$ cat config.mk
export PLATFORM = sky130hd
export DESIGN_NAME = reg_scoreboard
export DESIGN_NICKNAME = d
export VERILOG_FILES = /design/src/rtl/reg_scoreboard.sv
export SDC_FILE = /design/constraint.sdc
export NUM_CORES = 2
export LEC_CHECK = 0
export ABC_CLOCK_PERIOD_IN_PS = 4980
export BUFFER_PORTS_ARGS = -buffer_cell sky130_fd_sc_hd__buf_2
export CAP_MARGIN = 10
export CORE_MARGIN = 1
export CORE_UTILIZATION = 57
export CTS_CLUSTER_SIZE = 24
export DETAILED_ROUTE_END_ITERATION = 10
export PLACE_DENSITY = 0.82
export SYNTH_ARGS = -nofsm -noshare
export SYNTH_HDL_FRONTEND = slang
export SYNTH_SLANG_ARGS = --single-unit
export TNS_END_PERCENT = 100
$ cat constraint.sdc
create_clock -name clk -period 4.98 [get_ports clk]
set_input_delay 0.249 -clock clk [delete_from_list [all_inputs] [get_ports clk]]
set_output_delay 0.249 -clock clk [all_outputs]
set_load 0.02 [all_outputs]
$ cat src/rtl/reg_scoreboard.sv
// Register file with per-register pending-write counters and a one-entry issue stage.
// Stalls decode on read-after-write hazards and on pending-counter saturation.
module reg_scoreboard #(
    parameter int unsigned NUM_REGS = 32,
    parameter int unsigned DATA_W   = 32,
    parameter int unsigned MAX_PEND = 3,
    localparam int unsigned ADDR_W  = $clog2(NUM_REGS),
    localparam int unsigned CNT_W   = $clog2(MAX_PEND + 1)
) (
    input  logic              clk,
    input  logic              reset,
    input  logic              id_valid,
    output logic              id_ready,
    input  logic [ADDR_W-1:0] rs_addr,
    input  logic [ADDR_W-1:0] rt_addr,
    input  logic [ADDR_W-1:0] rd_addr,
    input  logic              rs_used,
    input  logic              rt_used,
    input  logic              reg_dst,
    input  logic              reg_write_cu,
    input  logic [15:0]       inst_imm_field,
    input  logic              wb_en,
    input  logic [ADDR_W-1:0] wb_addr,
    input  logic [DATA_W-1:0] wb_data,
    input  logic              flush,
    input  logic              ex_ready,
    output logic              ex_valid,
    output logic [DATA_W-1:0] ex_rs_data,
    output logic [DATA_W-1:0] ex_rt_data,
    output logic [DATA_W-1:0] ex_sgn_imm,
    output logic [ADDR_W-1:0] ex_dest,
    output logic              ex_reg_write,
    output logic              stall_flag
);

    localparam int unsigned SUM_W = CNT_W + 2;

    logic [DATA_W-1:0] regs_q [NUM_REGS];
    logic [CNT_W-1:0]  cnt_q  [NUM_REGS];
    logic [CNT_W-1:0]  cnt_d  [NUM_REGS];

    logic [ADDR_W-1:0] dest_c;
    logic [DATA_W-1:0] rs_data_c;
    logic [DATA_W-1:0] rt_data_c;
    logic              rs_haz_c;
    logic              rt_haz_c;
    logic              sat_c;
    logic              issue_c;
    logic              wb_c;
    logic              fl_dec_c;

    // Pending count after one increment and up to two decrements, floored at zero.
    function automatic logic [CNT_W-1:0] next_cnt(input logic [CNT_W-1:0] c,
                                                  input logic inc,
                                                  input logic dec_a,
                                                  input logic dec_b);
        logic [SUM_W-1:0] up;
        logic [SUM_W-1:0] dn;
        up = SUM_W'(c) + SUM_W'(inc);
        dn = SUM_W'(dec_a) + SUM_W'(dec_b);
        return (dn >= up) ? '0 : CNT_W'(up - dn);
    endfunction

    assign wb_c     = wb_en && (wb_addr != '0);
    assign dest_c   = reg_dst ? rd_addr : rt_addr;
    assign fl_dec_c = flush && ex_valid && ex_reg_write && (ex_dest != '0);

    always_comb begin
        rs_data_c = '0;
        rt_data_c = '0;
        if (rs_addr != '0) begin
            rs_data_c = (wb_en && (wb_addr == rs_addr)) ? wb_data : regs_q[rs_addr];
        end
        if (rt_addr != '0) begin
            rt_data_c = (wb_en && (wb_addr == rt_addr)) ? wb_data : regs_q[rt_addr];
        end
    end

    // A source whose last pending write retires this cycle is already safe via bypass.
    always_comb begin
        rs_haz_c = rs_used && (rs_addr != '0) && (cnt_q[rs_addr] != '0)
                   && !((cnt_q[rs_addr] == CNT_W'(1)) && wb_en && (wb_addr == rs_addr));
        rt_haz_c = rt_used && (rt_addr != '0) && (cnt_q[rt_addr] != '0)
                   && !((cnt_q[rt_addr] == CNT_W'(1)) && wb_en && (wb_addr == rt_addr));
        sat_c    = reg_write_cu && (dest_c != '0) && (cnt_q[dest_c] == CNT_W'(MAX_PEND))
                   && !(wb_en && (wb_addr == dest_c));
    end

    assign id_ready   = !reset && !flush && !rs_haz_c && !rt_haz_c && !sat_c
                        && (!ex_valid || ex_ready);
    assign stall_flag = id_valid && !id_ready && !reset;
    assign issue_c    = id_valid && id_ready;

    always_comb begin
        for (int r = 0; r < NUM_REGS; r++) begin
            cnt_d[r] = '0;
            if (r != 0) begin
                cnt_d[r] = next_cnt(cnt_q[r],
                                    issue_c && reg_write_cu && (dest_c == ADDR_W'(r)),
                                    wb_c && (wb_addr == ADDR_W'(r)),
                                    fl_dec_c && (ex_dest == ADDR_W'(r)));
            end
        end
    end

    always_ff @(posedge clk) begin
        if (reset) begin
            for (int r = 0; r < NUM_REGS; r++) begin
                regs_q[r] <= '0;
                cnt_q[r]  <= '0;
            end
            ex_valid     <= 1'b0;
            ex_rs_data   <= '0;
            ex_rt_data   <= '0;
            ex_sgn_imm   <= '0;
            ex_dest      <= '0;
            ex_reg_write <= 1'b0;
        end else begin
            if (wb_c) begin
                regs_q[wb_addr] <= wb_data;
            end
            cnt_q <= cnt_d;
            if (flush) begin
                ex_valid <= 1'b0;
            end else if (issue_c) begin
                ex_valid     <= 1'b1;
                ex_rs_data   <= rs_data_c;
                ex_rt_data   <= rt_data_c;
                ex_sgn_imm   <= DATA_W'($signed(inst_imm_field));
                ex_dest      <= dest_c;
                ex_reg_write <= reg_write_cu;
            end else if (ex_ready) begin
                ex_valid <= 1'b0;
            end
        end
    end

endmodule
==> impl_metrics.csv <==
group,metric,value,unit
hold_path,min_path_cells,3,
cts,cts_tree,"done",
routing,via_per_inst,7.15,
placement,gp_congestion,0.944,
cells_and_area,final_util,63.5,%
placement,dp_hpwl,127,mm
routing,drtIter0Drc,7729,
timing,final_max_slew_viol_count,0,
worst_setup_path,cp_slowest_cell,"o41ai_2",
cts,htreeDepth,3,
worst_setup_path,crit_type,"reg2reg",
worst_setup_path,required,5.64,ns
floorplan,fp-row-count,124,
worst_setup_path,rr_worst_depth,15,
worst_setup_path,max_stage_delay,0.59,ns
cells_and_area,final_nets,4988,
worst_setup_path,rr_startpoint,"cnt_q[36]",
logic_synthesis,synth-edff-count,1024,
cells_and_area,num-fill-cells,7904,
cts,clock-root-buffer,"clkbuf_16",
global_routing,track_usage,36.5,%
routing,totalWireLength,215,mm
timing,rsz0062_at_grt,"false",
worst_setup_path,path_buf_inv,1,
timing,relSlewSlack,7.44,%
cts,clk_pin_slew,0.06,ns
timing,fin_crit_sh,84.7,%
floorplan,core_area,115000,um^2
hold_path,hold_path_class,"in2reg",
cts,clk_latency,0.76,ns
logic_synthesis,synth_cells,4709,
logic_synthesis,yosys_warnings,0,
cells_and_area,drive_gt1_share,26.7,%
power,ir_worst_vdd,0.000360,V
logic_synthesis,ys_seq_area_share,50.8,%
routing,vias,45400,
power,leakagePower,25.9,nW
routing,wire_per_inst,33.8,um
power,power_density,326,nW/um^2
worst_setup_path,critPathTopFamily,"compound AO/OA/AOI/OAI gates",
worst_setup_path,worstPathCellList,"mux2_2 -> o22ai_1 -> a2111oi_0 -> nor3_1 -> o41ai_2 -> nor3_4 -> nand2_4 -> buf_4 -> nor3_2 -> ha_1 -> ha_1 -> o21bai_1 -> nand3_1 -> o21a_1 -> nor3_1",
worst_setup_path,crit_fanout,28,
floorplan,die_area,118000,um^2
floorplan,die_x,343,um
global_routing,grt_start_max_net_pins,153,
timing,fmax,0.237,GHz
global_routing,antenna_found_initial,21,
timing,tightest_slew,1.39,ns
logic_synthesis,syn_area_per_cell,14.1,um^2
timing,skew,0.0339,ns
floorplan,die-height,343,um
logic_synthesis,synthDistinctLibCells,66,
timing,final-hold-violation-count,0,
flow_run,maxCapViolations,0,
cts,cts_buffers,120,
floorplan,start_util,57.8,%
cells_and_area,area.sequential,33700,um^2
worst_setup_path,crit_path_end_kind,"register",
placement,dpl_cell_area,68700,um^2
cells_and_area,final_common_cell,"edfxtp_1",
routing,dr.pass1.iters,6,
worst_setup_path,arrival,4.88,ns
hold_path,whs_endpoint,"ex_dest[3]",
placement,port_buffers,182,
worst_setup_path,reg2reg_to,"cnt_q[37]",
worst_setup_path,startpoint_type,"register",
outcome,status,"completed",
routing,drcViolationCount,0,
cells_and_area,final_cell_mix,"edfxtp_1, and2_1, mux4_2",
cts,clockBufferDepth,3,
logic_synthesis,syn_area,66400,um^2
worst_setup_path,r2r_slack,0.76,ns
global_routing,grt_overflow,0,
logic_synthesis,ys_ff_latch,1173,
timing,finalSetupViolCount,0,
cells_and_area,syn2layout_area_growth,9.94,%
global_routing,grt_pass1_wl,306,mm
logic_synthesis,async_reset_ff_share,0,%
floorplan,io_pins,183,
cts,clock_sinks,1173,
cells_and_area,multi_input_area,30500,um^2
timing,min_period,4.22,ns
hold_path,hold_path.startpoint,"rd_addr[3]",
global_routing,grt_pass1_vias,45000,
logic_synthesis,synth_flop_cell,"edfxtp_1",
cells_and_area,stdcell_area,73000,um^2
timing,final.setup.tns,0,ns
cts,post_cts_buffers,0,
routing,drtAntennaViolNets,0,
power,total_power,23.8,mW
where the power goes:
group	switching, mW	internal [mW]	total, mW
Sequential	0.279	11.2	11.5
Clock	4.06	5.39	9.45
Combinational	1.64	1.25	2.89
Total	5.99	17.8	23.8
sequential cells by signal (all words and copies together) (netlist names):
name	count
regs_q	1024
cnt_q	62
ex_rs_data	32
ex_rt_data	32
ex_sgn_imm	16
ex_dest	5
ex_reg_write	1
ex_valid	1
kinds of logic after synthesis:
logic type / Yosys count / share of synthesized area (%)
compound gates: 386 / 3.60
xor+xnor: 22 / 0.290
fa+ha+maj: 186 / 3.50
buf+inv: 612 / 3.84
flops: 1173 / 50.8
mux: 770 / 24.3
other cells: 1 / 0.00564
simple gates: 1559 / 13.7
synthesized netlist by cell type (4+ instances only):
master	count	area share (%)
edfxtp_1	1024	46
and2_1	993	9.3
mux4_2	671	23
clkbuf_1	338	1.9
ha_1	186	3.5
dfxtp_1	149	4.5
inv_1	139	0.79
nor2_1	125	0.71
nor2b_1	100	0.94
nand2_1	92	0.52
nor3_1	90	0.68
mux2i_1	85	1.3
o21ai_0	79	0.60
o21ai_1	76	0.57
buf_2	71	0.53
a21oi_1	67	0.50
nand3_1	64	0.48
o211ai_1	64	0.72
or2_2	39	0.37
o21a_1	27	0.31
buf_1	24	0.14
o21bai_1	24	0.27
buf_4	23	0.26
xor2_1	15	0.20
mux2_2	14	0.24
nand2b_1	13	0.12
nor3_2	10	0.15
buf_6	9	0.15
nor4_1	9	0.085
clkbuf_2	8	0.060
a211oi_1	7	0.079
xnor2_1	7	0.092
a31oi_1	6	0.056
nor4_2	6	0.11
o22ai_1	6	0.056
nor3b_1	4	0.045
stage by stage:
stage	cells	hold slack, ns	setup slack, ns
after floorplan	4740	0.327	1.25
after global placement	6087	0.449	0.519
after detailed placement	6087	0.454	0.483
after CTS	6337	0.0407	0.935
after global routing	6342	0.0525	0.646
final	6353	0.0622	0.761
timing repair:
action,in CTS,in global routing
hold buffers,27,0
endpoints found under the setup margin,0,0
endpoints found under the hold margin,41,0
gates resized for setup,0,0
worst register-to-register path, cell delays in order, from the launching register on:
cell	delay (ns)
dfxtp_1	0.49
mux2_2	0.22
o22ai_1	0.08
a2111oi_0	0.52
nor3_1	0.12
o41ai_2	0.59
nor3_4	0.10
nand2_4	0.36
buf_4	0.28
nor3_2	0.06
ha_1	0.30
ha_1	0.35
o21bai_1	0.24
nand3_1	0.13
o21a_1	0.12
nor3_1	0.17
worst max path at each step:
stage,start,endpoint,slack (ns),cells past startpoint
CTS,cnt_q[34],cnt_q[37],0.93,15
finish,cnt_q[36],cnt_q[37],0.76,15
floorplan,rs_addr[1],cnt_q[35],1.25,17
global route,cnt_q[34],cnt_q[37],0.65,15
global placement,reg_dst,cnt_q[41],0.52,17
detailed placement,reg_dst,cnt_q[45],0.48,16
layer usage:
| layer | routed length [um] | share of wire (%) | GRT usage [%] |
|---|---|---|---|
| met1 | 69900 | 33 | 46.0 |
| met4 | 13400 | 6.3 | 20.6 |
| met5 | 171 | 0.080 | 0 |
| met3 | 34900 | 16 | 13.6 |
| met2 | 96100 | 45 | 54.7 |
area by class of cell:
cell class	count	share of cell area (%)
tap	1512	2.59
clock buffer	153	4.50
clock inverter	70	1.07
multi-input combinational	2955	41.8
antenna	16	0.0548
inverter	139	0.721
timing repair buffer	335	3.09
sequential	1173	46.2
Note: power is estimated with default switching activity, not from simulation.
